## src/rtl/uart_loader_pkg.sv

```systemverilog
// Shared types, default parameters and sizing helpers for the UART bank loader.
package uart_loader_pkg;

    typedef enum logic [1:0] {
        S_LOAD  = 2'd0,
        S_FULL  = 2'd1,
        S_READ  = 2'd2,
        S_DRAIN = 2'd3
    } state_t;

    localparam int DEF_N_BANKS        = 4;
    localparam int DEF_DEPTH          = 10;
    localparam int DEF_DATA_W         = 32;
    localparam int DEF_BYTE_W         = 8;
    localparam int DEF_BYTES_PER_WORD = 4;
    localparam int DEF_RD_LATENCY     = 1;

    // Bits needed to hold values 0..max_val inclusive.
    function automatic int count_w(input int max_val);
        return (max_val < 1) ? 1 : $clog2(max_val + 1);
    endfunction

    // Bits needed to index n items; never narrower than 1.
    function automatic int idx_w(input int n);
        return (n > 1) ? $clog2(n) : 1;
    endfunction

endpackage

```

## src/rtl/uart_bank_loader_byte_packer.sv

```systemverilog
// Rising-edge byte accept plus little-endian lane packing into one RAM word.
module byte_packer
    import uart_loader_pkg::*;
#(
    parameter int BYTE_W         = DEF_BYTE_W,
    parameter int BYTES_PER_WORD = DEF_BYTES_PER_WORD,
    parameter int DATA_W         = DEF_DATA_W
) (
    input  logic              clk,
    input  logic              rst_n,
    input  logic              clear,
    input  logic              enable,
    input  logic [BYTE_W-1:0] rx_data,
    input  logic              rx_valid,
    output logic              accept,
    output logic              word_valid,
    output logic [DATA_W-1:0] word
);

    localparam int IW = idx_w(BYTES_PER_WORD);
    localparam logic [IW-1:0] LAST_LANE = IW'(BYTES_PER_WORD - 1);

    logic                                  valid_d;
    logic [IW-1:0]                         byte_idx;
    logic [BYTES_PER_WORD-1:0][BYTE_W-1:0] lanes;

    // Edge history survives clear so a held-high valid is not re-accepted.
    always_ff @(posedge clk or negedge rst_n) begin
        if (!rst_n) valid_d <= 1'b0;
        else        valid_d <= rx_valid;
    end

    assign accept = rx_valid & ~valid_d;

    always_ff @(posedge clk or negedge rst_n) begin
        if (!rst_n) begin
            byte_idx   <= '0;
            lanes      <= '0;
            word_valid <= 1'b0;
        end else begin
            word_valid <= 1'b0;
            if (clear) begin
                byte_idx <= '0;
            end else if (accept && enable) begin
                lanes[byte_idx] <= rx_data;
                if (byte_idx == LAST_LANE) begin
                    byte_idx   <= '0;
                    word_valid <= 1'b1;
                end else begin
                    byte_idx <= byte_idx + 1'b1;
                end
            end
        end
    end

    assign word = DATA_W'(lanes);

endmodule

```

## src/rtl/uart_bank_loader.sv

```systemverilog
// Fills N_BANKS BRAMs from the UART byte stream, then sweeps them in lock-step
// to stream one row per cycle, single-shot or looping.
module uart_bank_loader
    import uart_loader_pkg::*;
#(
    parameter int N_BANKS        = DEF_N_BANKS,
    parameter int DEPTH          = DEF_DEPTH,
    parameter int DATA_W         = DEF_DATA_W,
    parameter int BYTE_W         = DEF_BYTE_W,
    parameter int BYTES_PER_WORD = DEF_BYTES_PER_WORD,
    parameter int RD_LATENCY     = DEF_RD_LATENCY,
    parameter int AW             = $clog2(DEPTH),
    localparam int CW            = count_w(N_BANKS * DEPTH * BYTES_PER_WORD)
) (
    input  logic                        i_clk,
    input  logic                        i_reset_n,
    input  logic [BYTE_W-1:0]           i_rx_data,
    input  logic                        i_rx_valid,
    input  logic                        i_clear,
    input  logic                        i_rd_start,
    input  logic                        i_rd_en,
    input  logic                        i_rd_loop,
    input  logic [N_BANKS*DATA_W-1:0]   i_rdata,
    output logic [N_BANKS-1:0]          o_we,
    output logic [AW-1:0]               o_addr,
    output logic [DATA_W-1:0]           o_wdata,
    output logic                        o_rd_valid,
    output logic [AW-1:0]               o_rd_addr,
    output logic                        o_rd_done,
    output logic                        o_loaded,
    output logic                        o_overflow,
    output logic [CW-1:0]               o_byte_count
);

    localparam int BW = idx_w(N_BANKS);
    localparam int DW = idx_w(RD_LATENCY);
    localparam logic [BW-1:0] LAST_BANK  = BW'(N_BANKS - 1);
    localparam logic [AW-1:0] LAST_ADDR  = AW'(DEPTH - 1);
    localparam logic [DW-1:0] LAST_DRAIN = DW'(RD_LATENCY - 1);

    state_t              state, state_nx;
    logic [BW-1:0]       bank_idx;
    logic [AW-1:0]       wr_addr, rd_addr;
    logic [DW-1:0]       drain_cnt;
    logic                accept, word_valid;
    logic                write, last_write, issue, last_issue, drain_end;
    logic [RD_LATENCY:1]           vld_pipe;
    logic [RD_LATENCY:1][AW-1:0]   addr_pipe;

    // Row data goes straight from the banks to the multiplier, not through here.
    logic unused_rdata;
    assign unused_rdata = ^i_rdata;

    byte_packer #(
        .BYTE_W         (BYTE_W),
        .BYTES_PER_WORD (BYTES_PER_WORD),
        .DATA_W         (DATA_W)
    ) u_packer (
        .clk        (i_clk),
        .rst_n      (i_reset_n),
        .clear      (i_clear),
        .enable     (state == S_LOAD),
        .rx_data    (i_rx_data),
        .rx_valid   (i_rx_valid),
        .accept     (accept),
        .word_valid (word_valid),
        .word       (o_wdata)
    );

    assign write      = word_valid && (state == S_LOAD) && !i_clear;
    assign last_write = write && (bank_idx == LAST_BANK) && (wr_addr == LAST_ADDR);
    assign issue      = (state == S_READ) && i_rd_en && !i_clear;
    assign last_issue = issue && (rd_addr == LAST_ADDR);
    assign drain_end  = (state == S_DRAIN) && (drain_cnt == LAST_DRAIN);

    always_ff @(posedge i_clk or negedge i_reset_n) begin
        if (!i_reset_n) state <= S_LOAD;
        else            state <= state_nx;
    end

    always_comb begin
        state_nx = state;
        o_we     = '0;
        if (write) o_we[bank_idx] = 1'b1;
        o_addr = ((state == S_READ) || (state == S_DRAIN)) ? rd_addr : wr_addr;
        if (i_clear) begin
            state_nx = S_LOAD;
        end else begin
            case (state)
                S_LOAD:  if (last_write)              state_nx = S_FULL;
                S_FULL:  if (i_rd_start)              state_nx = S_READ;
                S_READ:  if (last_issue && !i_rd_loop) state_nx = S_DRAIN;
                S_DRAIN: if (drain_end)               state_nx = S_FULL;
                default:                              state_nx = S_LOAD;
            endcase
        end
    end

    always_ff @(posedge i_clk or negedge i_reset_n) begin
        if (!i_reset_n) begin
            bank_idx     <= '0;
            wr_addr      <= '0;
            rd_addr      <= '0;
            drain_cnt    <= '0;
            o_byte_count <= '0;
            o_overflow   <= 1'b0;
            o_loaded     <= 1'b0;
            o_rd_done    <= 1'b0;
        end else if (i_clear) begin
            bank_idx     <= '0;
            wr_addr      <= '0;
            rd_addr      <= '0;
            drain_cnt    <= '0;
            o_byte_count <= '0;
            o_overflow   <= 1'b0;
            o_loaded     <= 1'b0;
            o_rd_done    <= 1'b0;
        end else begin
            o_rd_done <= drain_end;
            if (accept) begin
                if (state == S_LOAD) o_byte_count <= o_byte_count + 1'b1;
                else                 o_overflow   <= 1'b1;
            end
            if (write) begin
                if (wr_addr == LAST_ADDR) begin
                    wr_addr  <= '0;
                    bank_idx <= (bank_idx == LAST_BANK) ? '0 : bank_idx + 1'b1;
                end else begin
                    wr_addr <= wr_addr + 1'b1;
                end
            end
            if (last_write) o_loaded <= 1'b1;
            if ((state == S_FULL) && i_rd_start) rd_addr <= '0;
            if (issue) rd_addr <= last_issue ? '0 : rd_addr + 1'b1;
            if (state == S_DRAIN) drain_cnt <= drain_end ? '0 : drain_cnt + 1'b1;
        end
    end

    // Issue tag travels alongside the BRAM read so it lines up with i_rdata.
    always_ff @(posedge i_clk or negedge i_reset_n) begin
        if (!i_reset_n) begin
            vld_pipe  <= '0;
            addr_pipe <= '0;
        end else if (i_clear) begin
            vld_pipe  <= '0;
            addr_pipe <= '0;
        end else begin
            vld_pipe[1]  <= issue;
            addr_pipe[1] <= rd_addr;
            for (int i = 2; i <= RD_LATENCY; i++) begin
                vld_pipe[i]  <= vld_pipe[i-1];
                addr_pipe[i] <= addr_pipe[i-1];
            end
        end
    end

    assign o_rd_valid = vld_pipe[RD_LATENCY];
    assign o_rd_addr  = addr_pipe[RD_LATENCY];

endmodule

```

## config.mk

```make
export PLATFORM = sky130hd
export DESIGN_NAME = uart_bank_loader
export DESIGN_NICKNAME = d
export VERILOG_FILES = /design/src/rtl/uart_loader_pkg.sv /design/src/rtl/uart_bank_loader_byte_packer.sv /design/src/rtl/uart_bank_loader.sv
export SDC_FILE = /design/constraint.sdc
export NUM_CORES = 1
export LEC_CHECK = 0
export ABC_CLOCK_PERIOD_IN_PS = 2200
export CORE_ASPECT_RATIO = 1.5
export CORE_UTILIZATION = 36
export CTS_CLUSTER_SIZE = 20
export DETAILED_ROUTE_END_ITERATION = 16
export PLACE_DENSITY = 0.91
export SYNTH_ARGS = -nofsm -noshare
export SYNTH_HDL_FRONTEND = slang
export SYNTH_SLANG_ARGS = --single-unit
```

## constraint.sdc

```tcl
create_clock -name i_clk -period 2.2 [get_ports i_clk]
set_clock_uncertainty 0.15 [all_clocks]
set_input_delay 0.22 -clock i_clk [delete_from_list [all_inputs] [get_ports i_clk]]
set_output_delay 0.22 -clock i_clk [all_outputs]
set_load 0.005 [all_outputs]
```

### After elaboration in Yosys (flattened, before gate mapping)

Cells that the tools add are included.

* add/sub/neg operators: 6
* $mul: 0
* divide/modulo/power cells: 0
* magnitude comparators: 4
* equal/unequal tests: 12
* shift-type cells: 0
* mux-type cells: 44
* bitwise operators: 4
* reductions and logical operators: 30

Operator list (count)
* $mux W4: 10
* $bwmux W32: 1
* $mux W8: 4
* $mux W2: 12
* $demux W8 S2: 1
* $mux W1: 14
* $reduce_bool A2 Y1: 7
* $logic_and A1 B1 Y1: 13
* $ne A3 B3 Y1 const B: 3
* $add A4 B1 Y4 const B: 2
* $add A8 B1 Y8 const B: 1
* $eq A2 B2 Y1 const B: 4
* $eq A4 B4 Y1 const B: 2
* $pmux W2 S4: 1
* $reduce_and A2 Y1: 4
* $lt A2 B3 Y1 const B: 2
* $add A2 B1 Y2 const B: 2
* $ge A2 B1 Y1 const B: 2
* $reduce_and A4 Y1: 1
* $ne A3 B2 Y1 const B: 1
* $not A1 Y1: 3
* $reduce_bool A3 Y1: 1
* $demux W1 S2: 1
* $eq A2 B1 Y1 const B: 1
* 6 further kinds: 7

* register bits: 65
* bits in latches: 0
* memory bits (writable): 0
* ROM bits: 0
* bits of input ports: 143
* output and inout port bits: 56
* word-level logic and storage cells: 118
* memories kept: 0

### Depth between registers and ports, before layout

Gate-level depths: netlist (run 1).

* word-level depth: 8
* depth in mapped cells: 8
* gate-level depth less buffers: 6

### Cells and area by module

A second synthesis (run 1) with hierarchy kept.

* cell total of the unflattened synthesis: 248
* area total of the unflattened synthesis: 2987.9 um^2

By module, submodules not included
* uart_bank_loader: times used 1, cells each 160, area an instance 1554.0 um^2, seq. area each 725.7 um^2
* byte_packer: times used 1, cells each 88, area an instance 1433.9 um^2, seq. area each 900.9 um^2

### Worst setup path before layout (run 1)

Ideal clock, no wire load.

* path kind: flip-flop to flip-flop
* from: register state[0]
* to: register state[0]
* library setup time: 125 ps
* arrival: 1629 ps
* required time: 1925 ps
* setup slack: 296 ps
* cell stages (with the launch flop): 8
* path buffers: 1
* period minus slack after synthesis: 1904 ps
* path through: dfrtp_1 inv_1 ha_1 buf_4 and4b_1 nand2_2 a221oi_4 mux2_4

* longest elaborated chain between the ends: 7
* elaborated cells between the ends (all ways): 20
* those cells by class: 7 x eq/ne; 2 x mux; 11 x reduce/logical

Ends and longest elaborated chain
* from (decl): RTL line uart_bank_loader.sv:41 `state_t state, state_nx;`
* from (signal assigned): RTL line uart_bank_loader.sv:78 `else state <= state_nx;`
* $eq A2 B2 Y1 or $logic_not A2 Y1 (tied branches): RTL line uart_bank_loader.sv:72, uart_bank_loader.sv:89, uart_bank_loader.sv:70
* $logic_and A1 B1 Y1 (on tied branches) (2 in series): RTL line uart_bank_loader.sv:72, uart_bank_loader.sv:70
* $logic_and A1 B1 Y1 (on tied branches): RTL line uart_bank_loader.sv:73, uart_bank_loader.sv:71
* $logic_and A1 B1 Y1 (on tied branches): RTL line uart_bank_loader.sv:92, uart_bank_loader.sv:71
* $ne A3 B2 Y1 (no line) or $ne A3 B3 Y1 (tied branches)
* $reduce_and A4 Y1 (no line)

Parallel ways exist; a longest one is shown, timed or not.
A chain may end at the register's enable or synchronous reset.

### Final worst setup path (run 1)

* from: register state[0]
* to: output o_addr[0]

* longest elaborated chain between the ends: 3
* elaborated cells between the ends (all ways): 4
* those cells by class: 2 x eq/ne; 1 x mux; 1 x reduce/logical

Ends and longest elaborated chain
* $eq A2 B2 Y1: RTL line uart_bank_loader.sv:85 `o_addr = ((state == S_READ) || (state == S_DRAIN)) ? rd_addr : wr_addr;`
* $logic_or A1 B1 Y1 *: RTL line uart_bank_loader.sv:85
* $mux W4 *: RTL line uart_bank_loader.sv:85
* to (decl): RTL line uart_bank_loader.sv:25 `output logic [AW-1:0] o_addr,`

Every way passes the cells marked *; elsewhere a longest branch is shown, timed or not.

==> results of run 1 <==
==> area by class of cell <==
type	instances	area [µm²]
repair buffers	81	783
fillers	634	3730
flip-flops and latches	65	1630
inverters	10	37.5
clock buffers	10	239
clock inverters	6	114
multi-input cells	161	1300
well taps	105	131
==> Yosys cell counts, drive strengths merged, types with 2 or more instances <==
cell type / count
xor2: 3
a21oi: 9
ha: 17
nand2: 20
mux2i: 3
nand3b: 2
nand2b: 3
nand3: 4
clkbuf: 4
and3b: 2
nand4: 4
dfrtp: 65
o21ai: 9
nor2: 21
buf: 2
nor2b: 5
xnor2: 3
inv: 10
a221oi: 2
mux2: 36
nor3b: 6
nor3: 6
==> worst paths after layout <==
kind | end | slack (ns) | cells past startpoint
max in group asynchronous | u_packer.word[20] | 0.88 | 3
worst max-delay path | o_addr[0] | 0.04 | 5
min in group i_clk | u_packer.valid_d | 0.29 | 1
worst min register to register | o_rd_done | 0.35 | 1
worst min-delay path | o_rd_valid | 0.25 | 2
worst max register to register | rd_addr[3] | 0.13 | 7
==> per-stage QoR <==
step,setup TNS (ns),hold slack [ns]
2_1_floorplan,0,-0.226
3_3_place_gp,0,0.0665
3_5_place_dp,0,0.0807
4_1_cts,-0.0439,0.259
5_1_grt,-0.00293,0.289
6_report,0,0.249
==> worst max-delay path, cell delays in order (launching register included) <==
cell,delay [ns]
dfrtp_1,0.40
inv_2,0.09
ha_4,0.18
nor2_4,0.16
mux2_2,0.36
dlygate4sd2_1,0.27
==> report_power, final <==
part	switching (mW)	internal, mW
clock	0.524	1.14
combinational	0.344	0.577
sequential	0.114	1.39
==> layer usage <==
layer  track usage (%)  up-vias  part of all wire [%]
met2              28.9       91                    48
met1              18.1     1057                    40
met4              9.10        0                   2.8
li1                  -     1001                     -
met3              8.15       19                   9.5
met5                 0        -                     0
==> sequential cells by signal, summed over array words and instances, names as in the netlist <==
signal and flops:
state 2, wr_addr 4, rd_addr 4, u_packer.valid_d 1
o_overflow 1, u_packer.word 32, o_loaded 1, bank_idx 2
o_rd_valid 1, drain_cnt 1, u_packer.byte_idx 2, o_rd_done 1
o_rd_addr 4, u_packer.word_valid 1, o_byte_count 8
==> what timing repair did <==
action,in CTS,in global routing
endpoints found under the hold margin,21,0
resized for setup,17,5
endpoints found under the setup margin,8,3
hold buffers,1,0
buffers inserted,2,0
pin swaps,1,1
==> cell families (layout without fill, tap and decap cells) <==
family / after synthesis / count (layout) / synth area share [%]
XOR/XNOR: 6 / 6 / 1.78
AO/OA/AOI/OAI: 23 / 23 / 5.04
adder cells (fa/ha/maj): 17 / 17 / 7.20
buffers and inverters: 16 / 107 / 2.41
flip-flops: 65 / 65 / 55.1
multiplexers: 39 / 39 / 14.9
AND/OR/NAND/NOR: 76 / 76 / 13.6
==> results.cfg, run 1 <==
[layout]
stdcell_count = 438
final_common_cell = dfrtp_1
fin_area_mm2 = 0.00423
num_antenna_cells = 0
synthToLayoutAreaGrowth_pct = 43.2
final_cell_mix = 64 x dfrtp_1, 61 x clkdlybuf4s50_1, 34 x mux2_2
post_route_cells_drive_above_1_share_pct = 24.0
nets = 488
post-route-util_pct = 53.2

[worst_setup_path]
cp.required_ns = 1.83
setup.worst_path.start = state[0]
arrival_ns = 1.79
crit_type = reg -> out
r2r_start = state[0]
end_kind = primary output
path_max_fanout = 5
critPathLaunchType = flip-flop

[logic_synthesis]
syn-num-nets = 402
synth_cell_type_count = 35
synth_top_area_share_pct = 55.1
synth-main-ff-cell = dfrtp_1
synth_edf_count = 0
ys_ff_latch = 65
ys_seq_area_share_pct = 55.1
syn_avg_cell_area_um2 = 12.2
yosys.area.top_type = dfrtp_1
ys_warn_count = 0
netlist_instances = 242
syn_area_mm2 = 0.00295
async_reset_ff_share_pct = 100
ys_top_cells_by_area = dfrtp_1 55%, mux2_2 13%, ha_1 7.2%

[placed_design]
placed_area_mm2 = 0.00382
dp_slack_ns = 0.00579
io_buffers = 70
dp_cells = 419
hpwl_um = 4700
gp_congestion = 0.840

[detailed_routing]
vias = 2168
ant_nets = 0
drt_iter0_markers = 76
route.detailed.drc = 0
dr.pass1.iters = 5
via_per_inst = 4.95
wire_per_inst_um = 15.8
wl_um = 6900

[floorplan]
row_count = 40
die_x_um = 76.0
dieArea_mm2 = 0.00858
fp.dieH_um = 113
core_mm2 = 0.00796
start_util_pct = 37.1
io_pins = 199

[timing]
final-hold-violation-count = 0
slew_headroom_pct = 57.9
slew_viol_final = 0
worst_slack_ns = 0.0450
min_period_over_period_pct = 98.0
min_period_ns = 2.16
fmax_mhz = 464
setup_viol = 0
worst_pin_slew_ns = 0.631

[clock_tree]
cts_htree_levels = 3
path_clk_slew_ns = 0.06
cts_tree = built
cts_root_buf = clkbuf_16
clkLatencyLatePin_ns = 0.33
cts_made_buffers = 9
clockBufferDepth = 2
cts_sinks = 65

[run_status]
status = complete, no violations

[global_routing]
grt_pass1_wl_um = 11400
grt_pass1_vias = 2341
grt_remaining_overflow = 0
antenna_found_initial = 0
grt_max_degree = 31
grt.total_usage_pct = 17.3

[pwr]
report.power.total_mw = 4.09
peakVddDrop_uv = 500
p_leak_nw = 1.91
p_per_area_mw_per_mm2 = 966

[min_path]
hp-class = in -> async

[job]
drv_cap = 0
(Power assumes the default switching activity.)
==> inputs of run 2 (changes only) <==
- CAP_MARGIN: unset -> 15
==> results of run 2 <==
Same layout as run 1: the final DEF is identical, and so are final timing and power.
